[src/rtl/inv_sqrt_fixed.sv]
// inv_sqrt_fixed: iterative unsigned fixed-point y = 1/sqrt(x), integer root then restoring divide.
// Optional sat_out flag port when INV_SQRT_SAT_FLAG_EN is defined.
module inv_sqrt_fixed #(
   parameter int INT_WIDTH   = 4,
   parameter int FRACT_WIDTH = 28
) (
   input  logic                                 clk,
   input  logic                                 rst_n,
   input  logic [INT_WIDTH+FRACT_WIDTH-1:0]     data_in,
   input  logic                                 valid_in,
   output logic                                 ready_in,
   output logic [INT_WIDTH+FRACT_WIDTH-1:0]     data_out,
   output logic                                 valid_out,
   input  logic                                 ready_out
`ifdef INV_SQRT_SAT_FLAG_EN
   ,
   output logic                                 sat_out
`endif
);

   localparam int W    = INT_WIDTH + FRACT_WIDTH;
   localparam int F    = FRACT_WIDTH;
   localparam int RADW = W + F;
   localparam int NS   = (RADW + 1) / 2;
   localparam int RADP = 2 * NS;
   localparam int ND   = 2 * F + 1;
   localparam int RW   = NS + 2;
   localparam int CW   = $clog2(ND + 1);

   typedef enum logic [1:0] {
      IDLE,
      SQRT,
      DIV,
      DONE
   } state_t;

   state_t          state_q;
   logic [CW-1:0]   cnt_q;
   logic [RADP-1:0] rad_q;
   logic [NS-1:0]   root_q;
   logic [RW-1:0]   rem_q;
   logic [ND-1:0]   quo_q;
   logic            ready_in_q;
   logic            valid_out_q;
   logic [W-1:0]    data_out_q;

   logic [RW+1:0]   sq_rem_t;
   logic [RW+1:0]   sq_trial;
   logic            sq_ge;
   logic [RW-1:0]   sq_rem_d;
   logic [RW-1:0]   dv_r;
   logic [RW-1:0]   dv_s;
   logic            dv_ge;
   logic [RW-1:0]   dv_rem_d;
   logic            sat_d;
   logic [W-1:0]    res_d;

   always_comb begin
      sq_rem_t = {rem_q, rad_q[RADP-1 -: 2]};
      sq_trial = {{(RW-NS){1'b0}}, root_q, 2'b01};
      sq_ge    = (sq_rem_t >= sq_trial);
      sq_rem_d = sq_ge ? RW'(sq_rem_t - sq_trial) : RW'(sq_rem_t);

      // Remainder stays below the divisor, so its top bit is free to shift.
      dv_r     = {rem_q[RW-2:0], quo_q[ND-1]};
      dv_s     = {{(RW-NS){1'b0}}, root_q};
      dv_ge    = (dv_r >= dv_s);
      dv_rem_d = dv_ge ? (dv_r - dv_s) : dv_r;

      sat_d    = (root_q == '0) || (|quo_q[ND-1:W]);
      res_d    = sat_d ? {W{1'b1}} : quo_q[W-1:0];
   end

`ifdef INV_SQRT_SAT_FLAG_EN
   logic sat_q;

   always_ff @(posedge clk or negedge rst_n) begin
      if (!rst_n) begin
         sat_q <= 1'b0;
      end else if (state_q == DONE && !valid_out_q) begin
         sat_q <= sat_d;
      end
   end

   assign sat_out = sat_q;
`endif

   always_ff @(posedge clk or negedge rst_n) begin
      if (!rst_n) begin
         state_q     <= IDLE;
         cnt_q       <= '0;
         rad_q       <= '0;
         root_q      <= '0;
         rem_q       <= '0;
         quo_q       <= '0;
         ready_in_q  <= 1'b1;
         valid_out_q <= 1'b0;
         data_out_q  <= '0;
      end else begin
         unique case (state_q)
            IDLE: begin
               if (valid_in && ready_in_q) begin
                  rad_q      <= RADP'({data_in, {F{1'b0}}});
                  root_q     <= '0;
                  rem_q      <= '0;
                  cnt_q      <= '0;
                  ready_in_q <= 1'b0;
                  state_q    <= SQRT;
               end
            end
            SQRT: begin
               rad_q  <= {rad_q[RADP-3:0], 2'b00};
               root_q <= {root_q[NS-2:0], sq_ge};
               rem_q  <= sq_rem_d;
               if (cnt_q == CW'(NS - 1)) begin
                  cnt_q   <= '0;
                  rem_q   <= '0;
                  quo_q   <= {1'b1, {(ND-1){1'b0}}};
                  state_q <= DIV;
               end else begin
                  cnt_q <= cnt_q + 1'b1;
               end
            end
            DIV: begin
               rem_q <= dv_rem_d;
               quo_q <= {quo_q[ND-2:0], dv_ge};
               if (cnt_q == CW'(ND - 1)) begin
                  cnt_q   <= '0;
                  state_q <= DONE;
               end else begin
                  cnt_q <= cnt_q + 1'b1;
               end
            end
            DONE: begin
               if (!valid_out_q) begin
                  data_out_q  <= res_d;
                  valid_out_q <= 1'b1;
               end else if (ready_out) begin
                  valid_out_q <= 1'b0;
                  ready_in_q  <= 1'b1;
                  state_q     <= IDLE;
               end
            end
            default: state_q <= IDLE;
         endcase
      end
   end

   assign ready_in  = ready_in_q;
   assign valid_out = valid_out_q;
   assign data_out  = data_out_q;

endmodule

[config.mk]
export PLATFORM = sky130hd
export DESIGN_NAME = inv_sqrt_fixed
export DESIGN_NICKNAME = d
export VERILOG_FILES = /design/src/rtl/inv_sqrt_fixed.sv
export SDC_FILE = /design/constraint.sdc
export NUM_CORES = 1
export LEC_CHECK = 0
export BUFFER_PORTS_ARGS = -buffer_cell sky130_fd_sc_hd__buf_2
export CAP_MARGIN = 5
export CORE_UTILIZATION = 56
export DETAILED_ROUTE_END_ITERATION = 10
export GPL_TIMING_DRIVEN = 0
export PLACE_DENSITY = 0.86
export RECOVER_POWER = 50
export SLEW_MARGIN = 10
export SYNTH_ARGS = -nofsm -noshare
export SYNTH_HDL_FRONTEND = slang
export SYNTH_SLANG_ARGS = --single-unit
[constraint.sdc]
create_clock -name clk -period 3.7 [get_ports clk]
set_input_delay 0.185 -clock clk [delete_from_list [all_inputs] [get_ports clk]]
set_output_delay 0.185 -clock clk [all_outputs]
set_load 0.02 [all_outputs]
After elaboration in Yosys (flattened, before gate mapping)
Index checks and enable logic that the tools add are counted.
Word-level totals
  memory bits (writable): 0
  register bits: 221
  memories kept: 0
  ROM bits: 0
  input bits: 36
  word-level logic and storage cells: 68
  latch bits: 0
Cells by class
  magnitude comparators: 2
  equality and inequality tests: 10
  multiplexer cells: 28
  shifts and indexed selects: 0
  bitwise logic cells: 1
  reduce and logical (&&, ||, !) cells: 15
  add/subtract/negate cells: 3
  div/mod/pow operators: 0
  multiply operators: 0
Operators by type and width (number)
  32-bit 2-to-1 mux: 5
  60-bit one-hot mux with 2 select lines: 1
  57-bit one-hot mux with 2 select lines: 1
  32-bit one-hot mux with 3 select lines: 1
  60-bit 2-to-1 mux: 1
  30-bit one-hot mux with 2 select lines: 1
  57-bit 2-to-1 mux: 1
  34-bit by 32-bit >= comparator with 1-bit output: 1
  32-bit by 30-bit >= comparator with 1-bit output: 1
  32-bit by 30-bit subtractor with 32-bit output: 1
  32-bit subtractor: 1
  30-bit logical NOT: 1
  30-bit 2-to-1 mux: 1
  25-bit OR reduction: 1
  6-bit 2-to-1 mux: 3
  6-bit one-hot mux with 3 select lines: 1
  2-bit 2-to-1 mux: 5
  2-bit != test (second input constant): 5
  2-bit one-hot mux with 4 select lines: 1
  2-bit AND reduction: 4
  6-bit by 1-bit adder with 6-bit output (second input constant): 1
  6-bit by 5-bit == test with 1-bit output (second input constant): 1
  6-bit == test (second input constant): 1
  2-bit nonzero test: 3
  11 further kinds: 16

Depth between registers and ports, before layout
  depth in word-level cells: 4
  depth in mapped cells: 14
  mapped depth without buffers: 13

Worst setup path before layout
OpenSTA, ideal clock, no wires.
  kind: register to register
  start: register quo_q[56]
  end: register rem_q[30]
  data required time: 3.574 ns
  cell stages (with the launch flop): 14
  period minus slack after synthesis: 3.469 ns
  setup slack: 0.231 ns
  arrival time: 3.343 ns
  library setup time: 0.126 ns
  cells stage by stage: dfrtp_1 inv_1 ha_1 inv_1 fa_1 a21o_1 a21o_1 a2111o_1 a2111oi_2 nor3_1 a32o_2 a2111o_1 mux2i_1 a221o_1
Between the ends
  word-level cells in the longest chain between the ends: 3
  elaborated cells between the ends (all ways): 4
  those cells by class: add/sub (1); order compare (1); mux (2)
RTL lines
  from (decl): RTL line 42  | logic [ND-1:0] quo_q;
  from (signal assigned): RTL line 118  | quo_q <= {1'b1, {(ND-1){1'b0}}};
  from (signal assigned): RTL line 126  | quo_q <= {quo_q[ND-2:0], dv_ge};
  32-bit by 30-bit subtractor with 32-bit output or 32-bit by 30-bit >= comparator with 1-bit output (tied branches): RTL line 68, 67
  32-bit 2-to-1 mux *: RTL line 68  | dv_rem_d = dv_ge ? (dv_r - dv_s) : dv_r;
  32-bit one-hot mux with 3 select lines *: RTL line 100  | unique case (state_q)
  to (signal assigned): RTL line 114  | rem_q <= sq_rem_d;
  to (signal assigned): RTL line 125  | rem_q <= dv_rem_d;
  to (decl): RTL line 41  | logic [RW-1:0] rem_q;
Every way passes the cells marked *; elsewhere a longest branch is shown, timed or not.
A chain may end at the register's enable or synchronous reset.

Final worst setup path
Same ends and word-level chain as after synthesis.

==> results.md <==
- DRT iter0 DRCs: 1114
- CTS buffer count: 17
- Peak supply drop: 338.5 uV
- Antenna viol nets, final: 0
- Core area: 20300 sq um
- Pre-Repair DR Iteration Count: 7
- Worst hold slack: 0.03645 ns
- Clock Sinks: 193
- WL per Instance: 19.53 microns
- Hold/Removal Path Class: in2reg
- Max Cap Viol: 1
- Largest net degree at the start of global routing: 101
- Minimum clock period: 3.676 ns
- Post-synthesis compound-gate area fraction: 25.73%
- Dpl cells: 1522
- Power per Cell Area: 316.9 nW/um^2
- Antenna violations before repair: 0
- Reg-to-reg slack, setup: 0.02 ns
- Vias in the first global route: 9837
- Hold Path Depth: 3
- Max stage delay cell, worst path: a2111o_1
- Status: complete, but fails checks
- Xor and xnor fraction of the mapped netlist area: 4.521%
- Netlist Area Pre-Place: 11620 sq um
- Cell count after synthesis: 1182
- CP max stage delay: 0.52 ns
- I/O pins: 70
- Root Buffer: clkbuf_16
- Mux contribution to synthesized area: 6.103%
- Area post-placement: 12350 sq um
- Longest Clk Path Bufs: 2
- Data arrival time of the worst path: 4.00 ns
- Startpoint Class: flip-flop
- CTS tree: yes
- Critical path type: reg2reg
- Via density: 6.501
- Worst Path Max Fanout: 4
- Failing checks: capacitance limit, slew limit
- Worst Reg-to-Reg Cells: 13
- Mapped Nets: 1290
- Total overflow reported by the global router: 0
- Critical path buffer and inverter count: 2
- Post-synthesis adder-cell area fraction: 7.814%
- Placement Setup Slack: -0.3469 ns
- Clock-pin slew on the worst setup and hold paths: 0.08 ns
- Mean Syn Cell Area: 9.835 sq um
- Final Instance Count excl. Fillers: 1564
- Fmax: 272.0 MHz
- First-pass GRT wire length: 49420 microns
- Critical-path cell list: inv_2, ha_4, inv_2, fa_2, a21o_1, a21o_1, a2111o_1, a2111oi_4, nor3_4, a32o_2, a2111o_1, mux2i_1, a221o_1
- Req. time, crit path: 4.02 ns
- Count of different cell masters after synthesis: 67
- IO buf count: 69
- Final HPWL DP: 21700 microns
- RSZ-0062 raised after global routing: true
- Final core utilization: 64.63%
- Rel. slew slack: -62.21%
- Setup WS post-layout: 0.02389 ns
- Worst slew pin tran: 2.433 ns
- WL final: 30550 microns
- Pleak: 6.113 nW
- Sequential fraction of the synthesis area: 41.56%
- #FFs+latches synth: 193
- Initial Util: 57.27%
- Endpoints failing setup: 0
- Share of cells above drive strength 1: 8.964%
- Family with the most delay on the worst path: compound AO/OA/AOI/OAI gates
- Number of antenna diodes: 0
- Area added between synthesis and finish: 12.86%
- Final count of hold timing violations: 0
- Yosys warns: 0
- EDFF count, synth: 0
- Crit. End Element: flip-flop
- Clk Latency, worst-skew pair: 0.44 ns
- # fillers: 1582
- Final instance area: 13120 sq um
- Register area: 4832 sq um
- Multi-input gate area: 6446 sq um
- GP Congestion: 1.001
- FP Rows: 52
- Post-route clock period utilization: 99.35%
- Number of remaining DRC errors: 0
- Post-Synth Simple-Gate Area: 10.49%
- Via count: 10170
- Nets: 1389
- Count of final max-slew check failures: 100
- Cell depth of the worst setup path: 13
- Main combinational cell family by area after synthesis: compound AO/OA/AOI/OAI gates
- Global Route Usage Sum: 28.73%
- Synth Flop Type: dfrtp_1
- DIE AREA: 21340 sq um
- H-tree Lvls: 4
- Die X: 146.1 microns
- Chip height: 146.1 microns
- Ys async rst share: 100.0%
- Clock Skews: 0.01614 ns
[flip-flops by register name, summed over array words and instances, names as in the netlist]
name / flops
data_out: 32
cnt_q: 6
state_q: 2
rem_q: 32
quo_q: 57
rad_q: 32
root_q: 30
ready_in: 1
valid_out: 1
[worst paths after layout]
check	startpoint	to
max	quo_q[56]$_DFFE_PN0P_	rem_q[30]$_DFFE_PN0P_
min	data_in[25]	rad_q[53]$_DFFE_PN0P_
min reg2reg	rad_q[41]$_DFFE_PN0P_	rad_q[41]$_DFFE_PN0P_
max reg2reg	quo_q[56]$_DFFE_PN0P_	rem_q[30]$_DFFE_PN0P_
max in group asynchronous	rst_n	cnt_q[1]$_DFFE_PN0P_
min in group asynchronous	rst_n	data_out[21]$_DFFE_PN0P_
[metal layers]
| layer | up-vias | wire length, microns | GRT usage, % |
|---|---|---|---|
| met5 | - | 0 | 0 |
| met4 | 0 | 943 | 11.61 |
| met3 | 81 | 1918 | 3.531 |
| met2 | 420 | 14260 | 46.41 |
| met1 | 5021 | 13430 | 39.50 |
| li1 | 4646 | - | - |
[logic make-up (layout without fill, tap and decap cells)]
kind of cell               after synthesis  after routing
muxes                                   70             70
buffers and inverters                  115            227
and+or+nand+nor                        252            252
AOI/OAI and AO/OA                      420            420
DFF                                    193            193
adders and majority gates               72             72
xor gates and xnor gates                60             60
[Yosys cell counts, types with 4 or more instances]
master / n / area (sq um)
nand2b_1: 7 / 43.79
inv_1: 50 / 187.7
nor4_1: 14 / 87.58
o211ai_1: 4 / 30.03
o21bai_1: 12 / 90.09
o221ai_1: 4 / 35.03
a21oi_1: 67 / 335.3
a221o_1: 4 / 40.04
clkbuf_1: 59 / 221.5
nor3_1: 12 / 60.06
mux2_2: 7 / 78.83
and3_1: 10 / 62.56
nor2b_1: 10 / 62.56
a222oi_1: 8 / 80.08
mux2i_1: 63 / 630.6
o21ai_0: 84 / 420.4
nand4_1: 22 / 137.6
a22oi_1: 5 / 37.54
xnor2_1: 33 / 289.0
o22a_1: 32 / 280.3
a311oi_1: 4 / 35.03
xor2_1: 27 / 236.5
ha_1: 71 / 888.4
nand3_1: 19 / 95.09
o21a_1: 8 / 60.06
nor2_1: 40 / 150.1
nand2_1: 95 / 356.6
and2_1: 9 / 56.30
a22o_1: 96 / 840.8
o22ai_1: 13 / 81.33
a31oi_1: 11 / 68.82
a211oi_1: 5 / 37.54
a21o_1: 30 / 225.2
dfrtp_1: 192 / 4805
[report_power, final]
| part | internal (W) | switching [W] | total, W |
|---|---|---|---|
| Combinational | 0.0000222 | 0.0000508 | 0.0000730 |
| Sequential | 0.00211 | 0 | 0.00211 |
| Clock | 0.00101 | 0.000971 | 0.00198 |
[worst min-delay path, delay by kind of cell]
kind	cells	cell delay, ns
buffers and inverters	1	0.08
multiplexers	1	0.05
AO/OA/AOI/OAI	1	0.12
[cell type report]
cell class	count	area share (%)
multi-input cells	874	49.13
flip-flops and latches	193	36.83
clock inverters	15	1.717
well taps	270	2.575
inverters	50	1.430
plain buffers	65	1.965
repair buffers	80	3.109
clock buffers	17	3.242
[layout by cell type (no fill, tap or decap), types with 6 or more instances in the layout]
| master | n |
|---|---|
| xnor2_1 | 33 |
| nand2_1 | 93 |
| dfrtp_1 | 191 |
| xor2_1 | 27 |
| nor2_1 | 39 |
| clkbuf_16 | 17 |
| a222oi_1 | 8 |
| and3_1 | 10 |
| inv_1 | 48 |
| mux2_2 | 7 |
| buf_2 | 35 |
| o21bai_1 | 12 |
| a22o_1 | 96 |
| nor2b_1 | 10 |
| nor4_1 | 14 |
| nand4_1 | 22 |
| nor3_1 | 11 |
| and2_1 | 9 |
| o22ai_1 | 13 |
| a21oi_1 | 62 |
| mux2i_1 | 63 |
| nand2b_1 | 7 |
| clkinv_8 | 6 |
| clkbuf_1 | 93 |
| a21o_1 | 30 |
| ha_1 | 70 |
| o22a_1 | 32 |
| o21ai_0 | 83 |
| a31oi_1 | 10 |
| buf_4 | 12 |
| nand3_1 | 19 |
| o21a_1 | 8 |
[stage by stage]
step | setup TNS, ns | total power, W
after floorplan | 0 | 0.002158
after global placement | -112.39 | 0.002219
after detailed placement | -3.714 | 0.002225
after CTS | 0 | 0.004167
after global routing | -0.05879 | 0.004258
final | 0 | 0.004158
[repair_timing]
action	4_1_cts	5_1_grt
hold buffers	1	0
pin swaps	2	10
endpoints found under the hold margin	99	0
setup buffers	0	9
setup endpoints to repair	23	29
resized for setup	9	20
Power figures use the tool's default switching activity.
